File: config.mk
export PLATFORM = sky130hd
export DESIGN_NAME = instruction_loader
export DESIGN_NICKNAME = d
export VERILOG_FILES = /design/src/rtl/instruction_loader_pkg.sv /design/src/rtl/instruction_loader_byte_word_assembler.sv /design/src/rtl/instruction_loader.sv
export SDC_FILE = /design/constraint.sdc
export NUM_CORES = 1
export LEC_CHECK = 0
export BUFFER_PORTS_ARGS = -buffer_cell sky130_fd_sc_hd__buf_4
export CORE_ASPECT_RATIO = 0.9
export CORE_MARGIN = 8
export CORE_UTILIZATION = 47
export CTS_BUF_LIST = sky130_fd_sc_hd__clkbuf_4 sky130_fd_sc_hd__clkbuf_8 sky130_fd_sc_hd__clkbuf_16
export DETAILED_ROUTE_END_ITERATION = 16
export PLACE_DENSITY = 0.88
export SLEW_MARGIN = 20
export SYNTH_ARGS = -nofsm -noshare
export SYNTH_HDL_FRONTEND = slang
export SYNTH_HIERARCHICAL = 1
export SYNTH_SLANG_ARGS = --single-unit
File: constraint.sdc
create_clock -name clock -period 1.9 [get_ports clock]
set_input_delay 0.095 -clock clock [delete_from_list [all_inputs] [get_ports clock]]
set_output_delay 0.095 -clock clock [all_outputs]
set_load 0.05 [all_outputs]
File: src/rtl/instruction_loader_pkg.sv
// instruction_loader_pkg: shared instruction-format constants and loader state encoding
package instruction_loader_pkg;
  localparam int INSTR_WIDTH = 32;
  localparam logic [1:0] TYPE_R = 2'b00;
  localparam logic [1:0] TYPE_I = 2'b01;
  localparam logic [1:0] TYPE_B = 2'b10;
  localparam logic [1:0] TYPE_J = 2'b11;
  localparam logic [2:0] ST_IDLE   = 3'd0;
  localparam logic [2:0] ST_RECV   = 3'd1;
  localparam logic [2:0] ST_WRITE  = 3'd2;
  localparam logic [2:0] ST_CHECK  = 3'd3;
  localparam logic [2:0] ST_FINISH = 3'd4;
  typedef enum logic [2:0] {
    IDLE   = ST_IDLE,
    RECV   = ST_RECV,
    WRITE  = ST_WRITE,
    CHECK  = ST_CHECK,
    FINISH = ST_FINISH
  } loader_state_t;
endpackage

File: src/rtl/instruction_loader_byte_word_assembler.sv
// instruction_loader_byte_word_assembler: big-endian byte-to-word shifter with 2-bit byte counter and XOR checksum
//   clock/reset : clock, async active-high reset
//   clear       : restart assembly and checksum
//   shift       : accept byte_data this cycle
//   word        : assembled word (first byte ends in [31:24])
//   checksum    : running XOR of every accepted byte
//   last        : current shift completes a word
module instruction_loader_byte_word_assembler
  import instruction_loader_pkg::*;
(
  input  logic                   clock,
  input  logic                   reset,
  input  logic                   clear,
  input  logic                   shift,
  input  logic [7:0]             byte_data,
  output logic [INSTR_WIDTH-1:0] word,
  output logic [7:0]             checksum,
  output logic                   last
);
  logic [1:0] count;
  always_ff @(posedge clock or posedge reset)
    if (reset) begin
      word     <= '0;
      count    <= '0;
      checksum <= '0;
    end else if (clear) begin
      word     <= '0;
      count    <= '0;
      checksum <= '0;
    end else if (shift) begin
      word     <= {word[INSTR_WIDTH-9:0], byte_data};
      count    <= count + 2'd1;
      checksum <= checksum ^ byte_data;
    end
  assign last = shift && count == 2'd3;
endmodule

File: src/rtl/instruction_loader.sv
// instruction_loader: loads a host byte stream into instruction memory as big-endian words and verifies an XOR checksum
//   clock/reset      : clock, async active-high reset
//   start/word_count : begin a load of word_count words (ignored unless idle)
//   byte_valid/ready : host byte handshake, byte_data is the payload
//   mem_*            : instruction memory write port (byte address, word aligned)
//   cpu_hold/busy    : high while a load is in progress
//   done             : one-cycle completion pulse; error is sticky until next start
module instruction_loader
  import instruction_loader_pkg::*;
#(
  parameter int DEPTH_WORDS = 256,
  parameter int BASE_WORD   = 1
) (
  input  logic                   clock,
  input  logic                   reset,
  input  logic                   start,
  input  logic [8:0]             word_count,
  input  logic                   byte_valid,
  input  logic [7:0]             byte_data,
  output logic                   byte_ready,
  output logic                   mem_write_enable,
  output logic [31:0]            mem_address,
  output logic [INSTR_WIDTH-1:0] mem_write_data,
  output logic                   cpu_hold,
  output logic                   busy,
  output logic                   done,
  output logic                   error
);
  loader_state_t state, state_next;
  logic [8:0] word_index, remaining;
  logic [7:0] checksum;
  logic       last, transfer, accept, overflow;
  logic [9:0] end_word;
  assign transfer = byte_valid && byte_ready;
  assign accept   = state == IDLE && start;
  assign end_word = 10'(BASE_WORD) + {1'b0, word_count};
  assign overflow = end_word > 10'(DEPTH_WORDS);
  instruction_loader_byte_word_assembler u_asm (
    .clock     (clock),
    .reset     (reset),
    .clear     (accept),
    .shift     (state == RECV && transfer),
    .byte_data (byte_data),
    .word      (mem_write_data),
    .checksum  (checksum),
    .last      (last)
  );
  always_comb begin
    state_next       = state;
    byte_ready       = state == RECV || state == CHECK;
    mem_write_enable = state == WRITE;
    busy             = state != IDLE;
    cpu_hold         = state != IDLE;
    done             = state == FINISH;
    case (state)
      IDLE:    if (start) state_next = overflow ? FINISH : word_count == 9'd0 ? CHECK : RECV;
      RECV:    if (last) state_next = WRITE;
      WRITE:   state_next = remaining > 9'd1 ? RECV : CHECK;
      CHECK:   if (transfer) state_next = FINISH;
      default: state_next = IDLE;
    endcase
  end
  always_ff @(posedge clock or posedge reset)
    if (reset) begin
      state      <= IDLE;
      word_index <= '0;
      remaining  <= '0;
      error      <= 1'b0;
    end else begin
      state <= state_next;
      if (accept) begin
        remaining  <= word_count;
        word_index <= 9'(BASE_WORD);
        error      <= overflow;
      end
      if (state == WRITE) begin
        word_index <= word_index + 9'd1;
        remaining  <= remaining - 9'd1;
      end
      if (state == CHECK && transfer && byte_data != checksum) error <= 1'b1;
    end
  assign mem_address = {21'd0, word_index, 2'b00};
endmodule

Word level (Yosys, flattened, before mapping). Cells that the tools add are included.

Shifts and indexed selects: 0. Eq/ne operators: 9. Bitwise gates (word level): 1. Order comparisons: 2. Add/sub/neg operators: 4. Multiplexer cells: 19. Divide/modulo/power cells: 0. Multipliers: 0. Reduce and logical (&&, ||, !) cells: 14.

Operators with widths (count): 2-to-1 mux 32 bit (2); 2-to-1 mux 9 bit (4); 2-to-1 mux 8 bit (2); 2-to-1 mux 3 bit (4); case mux 3 bit (4 select lines) (1); adder 1 x 9 -> 10 bit, first input constant (1); greater-than comparator 10 x 9 -> 1 bit, second input constant (1); adder 9 x 1 -> 9 bit, second input constant (1); greater-than comparator 9 x 1 -> 1 bit, second input constant (1); logical NOT 9 bit (1); subtractor 9 x 1 -> 9 bit, second input constant (1); 2-to-1 mux 2 bit (4); != test 8 bit (1); bitwise XOR 8 bit (1); == test 3 x 2 -> 1 bit, second input constant (2); logical AND 1 bit (6); != test 2 bit, second input constant (3); nonzero test 2 bit (3); == test 3 x 1 -> 1 bit, second input constant (1); == test 3 bit, second input constant (1); logical NOT 3 bit (1); AND reduction 3 bit (1); nonzero test 3 bit (1); adder 2 x 1 -> 2 bit, second input constant (1); 3 further kinds (4).

Memory bits (read-only): 0. Register bits: 64. Input bits: 21. Memory bits (writable): 0. Memories: 0. Latch bits: 0.

Logic depth before layout (Yosys ltp).
Word-level depth: 7. Depth in mapped cells: 11. Depth with buffers taken out: 8.

Hierarchy. The synthesis kept the hierarchy.

By module, submodules not included: instruction_loader_byte_word_assembler (instances 1, sequential area each 1051.0 sq um, cells an instance 148, area an instance 1831.8 sq um); instruction_loader (instances 1, sequential area each 550.5 sq um, cells an instance 181, area an instance 1527.7 sq um).

Worst setup path after synthesis. OpenSTA, ideal clock, no wires.

Path type: register to register. Start point: reg state[0]. End point: reg state[1]. Stages on the path, launching flop included: 12. Data arrival time: 2.341 ns. Setup slack: -0.523 ns. Setup time: 0.083 ns. Path buffers: 3. Cells stage by stage: dfrtp_1 -> buf_6 -> nor2b_1 -> nand2_1 -> nor2_1 -> buf_6 -> buf_4 -> and2_1 -> nor2_1 -> o21ai_0 -> nand2_1 -> o21ai_0.

Cells in the longest elaborated chain, start to end: 7.

Ends and longest elaborated chain: from (decl) (line instruction_loader.sv:29) `loader_state_t state, state_next;`; from (signal assigned) (line instruction_loader.sv:70) `state <= state_next;`; == test 3 x 1 -> 1 bit or == test 3 x 2 -> 1 bit (tied branches) (line instruction_loader.sv:50) `byte_ready = state == RECV || state == CHECK;`; logical OR 1 bit (*) (line instruction_loader.sv:50); named net byte_ready (line instruction_loader.sv:20) `output logic byte_ready,`; logical AND 1 bit (*) (line instruction_loader.sv:34) `assign transfer = byte_valid && byte_ready;`; logical AND 1 bit (*) (line instruction_loader.sv:42) `.shift (state == RECV && transfer),`; logical AND 1 bit (*) (line instruction_loader_byte_word_assembler.sv:35) `assign last = shift && count == 2'd3;`; named net last (line instruction_loader.sv:32) `logic last, transfer, accept, overflow;`; != test 2 bit (no line) (*); AND reduction 3 bit (no line) (*).

The timed path passes the listed nets; every way through them passes the cells marked *. A chain may end at the register's enable or synchronous reset.

Worst setup path in the final report.
Start point: reg state[0]. End point: reg remaining[5].

Cells in the longest elaborated chain, start to end: 3.

Ends and longest elaborated chain: logical NOT 3 bit (line instruction_loader.sv:35) `assign accept = state == IDLE && start;`; logical AND 1 bit (line instruction_loader.sv:35); named net accept (line instruction_loader.sv:32); nonzero test 2 bit (no line); to (signal assigned) (line instruction_loader.sv:72) `remaining <= word_count;`; to (signal assigned) (line instruction_loader.sv:78) `remaining <= remaining - 9'd1;`; to (decl) (line instruction_loader.sv:30) `logic [8:0] word_index, remaining;`.

The timed path passes the listed nets, and every way through them passes these cells.

==> impl_metrics.ini <==
[status]
status = finished clean

[final_layout]
nFillCells = 582
multi_input_area_um2 = 1520
nets = 428
diodes = 0
final_layout_size_suffix_gt1_frac = 0.265
seq_area_um2 = 1600
syn_to_final_growth_pct = 24.0

[worst_setup_path]
crit_path_cell_trace = or4b_4, inv_2, nor2_1, o21ai_0, o311ai_0
crit_slowest_cell = or4b_4
start_kind = flop
end_kind = flop
critPathLaunch = state[0]
critPathRequiredTime_ns = 2.10
reg2reg_to = remaining[5]
cp_num_cells = 5
worst-path-buf-inv = 1
cp.arrival_ns = 1.93
endpoint = remaining[5]
reg2regPathDepth = 5
critPathMaxFanout = 8
crit_family = simple AND/OR/NAND/NOR gates
reg2reg_slack_ns = 0.17
path_class = flop to flop
rr_startpoint = state[0]
max_stage_delay_ns = 0.55

[yosys]
synth_commonest_cells = dfrtp_1, nor2_1, mux2i_1, buf_4, nand2_1
synth_top_area_frac = 0.477
yosys_most_used_dff = dfrtp_1
synthTopCellsByArea = dfrtp_1, mux2i_1, buf_4
synth_warnings = 6
synth-async-reset-ratio = 1.00
yosysTopAreaCell = dfrtp_1
synth-edff-count = 0
yosysSeqAreaShare = 0.477
synth_most_common_cell = dfrtp_1
syn-instance-count = 329
synth_cell_types = 47
syn_area_um2 = 3360
synth-seq-cells = 64
avgSynthCellArea_um2 = 10.2

[global_route]
antenna_found_initial = 0
grtUsageTotal = 0.152
grt_pass1_wl_um = 12300
grt_pass1_vias = 2551
grt_overflow = 0
grt_max_degree = 51

[placed_design]
io_buffers = 67
dp_hpwl_um = 5390
gp_congestion = 0.854

[pwr]
ir_drop_mv = 1.12
p_leak_nw = 2.06
powerDensity_nw_per_um2 = 1690

[sta]
relSlewSlack = 0.457
final.setup.tns_ns = 0
fin_crit_sh = 0.911
rsz0062_at_grt = no
fmax_ghz = 0.578
tightest_slew_ns = 0.813
finalMaxSlewViolations = 0
period_needed_ns = 1.73
hold_slack_ns = 0.0182
finClkSkew_ns = 0.00679
final_hold_viol_count = 0
setup_viol = 0

[cts]
clk_pin_slew_ns = 0.08
clock_latency_ns = 0.35
cts.sinks = 64
numCtsBuffers = 9
cts_root_buf = clkbuf_8
cts_tree = done
cts_max_path_buffers = 2
h-tree-depth = 3
post_cts_buffers = 0

[routing]
ant_nets = 0
drt-vias-per-instance = 5.20
drc = 0
firstDrtPassIters = 4
drt_iter0_drc = 120
totalWireLength_um = 7580
avgRoutedWirePerCell_um = 15.1
vias = 2603

[floorplanning]
die-area_um2 = 10100
io_pins = 91
fp.dieW_um = 105
rows = 29
die_h_um = 96.2
core-area_um2 = 7000
start_util = 0.480

[job]
maxCapViolations = 0

[min_path]
holdCritStartpoint = word_count[8]
hp-class = primary input to flop
what timing repair did:
action                                 CTS  global route
hold buffers                             4             0
endpoints found under the hold margin   67             0
resized for setup                        0             0
kinds of logic after synthesis:
kind of cell | Yosys count | share of synthesized area
buffers and inverters | 48 | 0.0987
flip-flops | 64 | 0.477
AO/OA/AOI/OAI | 55 | 0.115
multiplexers | 35 | 0.104
other | 1 | 0.00112
adder cells (fa/ha/maj) | 4 | 0.0149
AND/OR/NAND/NOR | 112 | 0.163
XOR/XNOR | 10 | 0.0261
layout make-up:
type	instances	share of cell area
Clock buffer	9	0.0297
Inverter	8	0.00751
Clock inverter	7	0.0300
Tap cell	93	0.0279
Sequential cell	64	0.385
Multi-Input combinational cell	239	0.366
Timing Repair Buffer	81	0.154
state kept, by name (all words and copies together), names as in the netlist:
name            flops
error               1
u_asm/word         32
word_index          9
remaining           9
state               3
u_asm/checksum      8
u_asm/count         2
power breakdown:
| group | switching (mW) | internal (mW) |
|---|---|---|
| clock network | 0.576 | 0.887 |
| registers | 0.407 | 1.82 |
| logic | 2.19 | 1.16 |
| total | 3.17 | 3.87 |
worst min-delay path by stage:
stage	end	depth (start not counted)
global placement	u_asm/count[0]	3
global route	remaining[5]	3
detailed placement	u_asm/word[30]	3
floorplan	error	1
CTS	state[2]	3
finish	state[2]	3
worst min-delay path: cells and delay by family:
kind / cells / cell delay [ns]
AOI/OAI and AO/OA: 1 / 0.05
buffers and inverters: 1 / 0.13
and+or+nand+nor: 1 / 0.05
layer usage:
metal / up-vias / share of wire / GRT usage
met5: - / 0 / 0
li1: 1247 / - / -
met1: 1246 / 0.42 / 0.175
met4: 0 / 0.0048 / 0.0451
met2: 106 / 0.47 / 0.241
met3: 4 / 0.11 / 0.0850
stage by stage:
step           area [um^2]  cells  worst slack (ns)  utilization  power, mW
5_1_grt               4170    501            0.0973        0.595       7.42
6_report              4170    501             0.169        0.595       7.04
3_5_place_dp          3880    481             0.218        0.554       5.59
2_1_floorplan         3450    351            0.0288            -       4.75
3_3_place_gp          3880    481             0.271        0.554       5.51
4_1_cts               4170    501             0.197        0.595       7.09
cells in the final DEF (no fill, tap or decap), types with 3 or more instances in the layout:
cell type      Yosys  routed
nor2_1            50      49
nand2_1           18      18
nand3_1            5       5
bufinv_16          0       3
nor3_1             5       5
xnor2_1            9       9
buf_4             25      75
and3_1             3       3
dfrtp_1           64      64
inv_1              6       5
nand3b_1           8       8
mux2i_1           35      35
a21oi_2            7       7
o21ai_0           14      13
conb_1             1      23
a31oi_1            3       3
clkbuf_8           0       9
inv_6              0       3
nand4_1            7       7
a21oi_1           10      10
a21bo_1            7       7
nor2b_1            4       3
dlygate4sd3_1      0       4
ha_1               4       4
(Power assumes the default switching activity.)
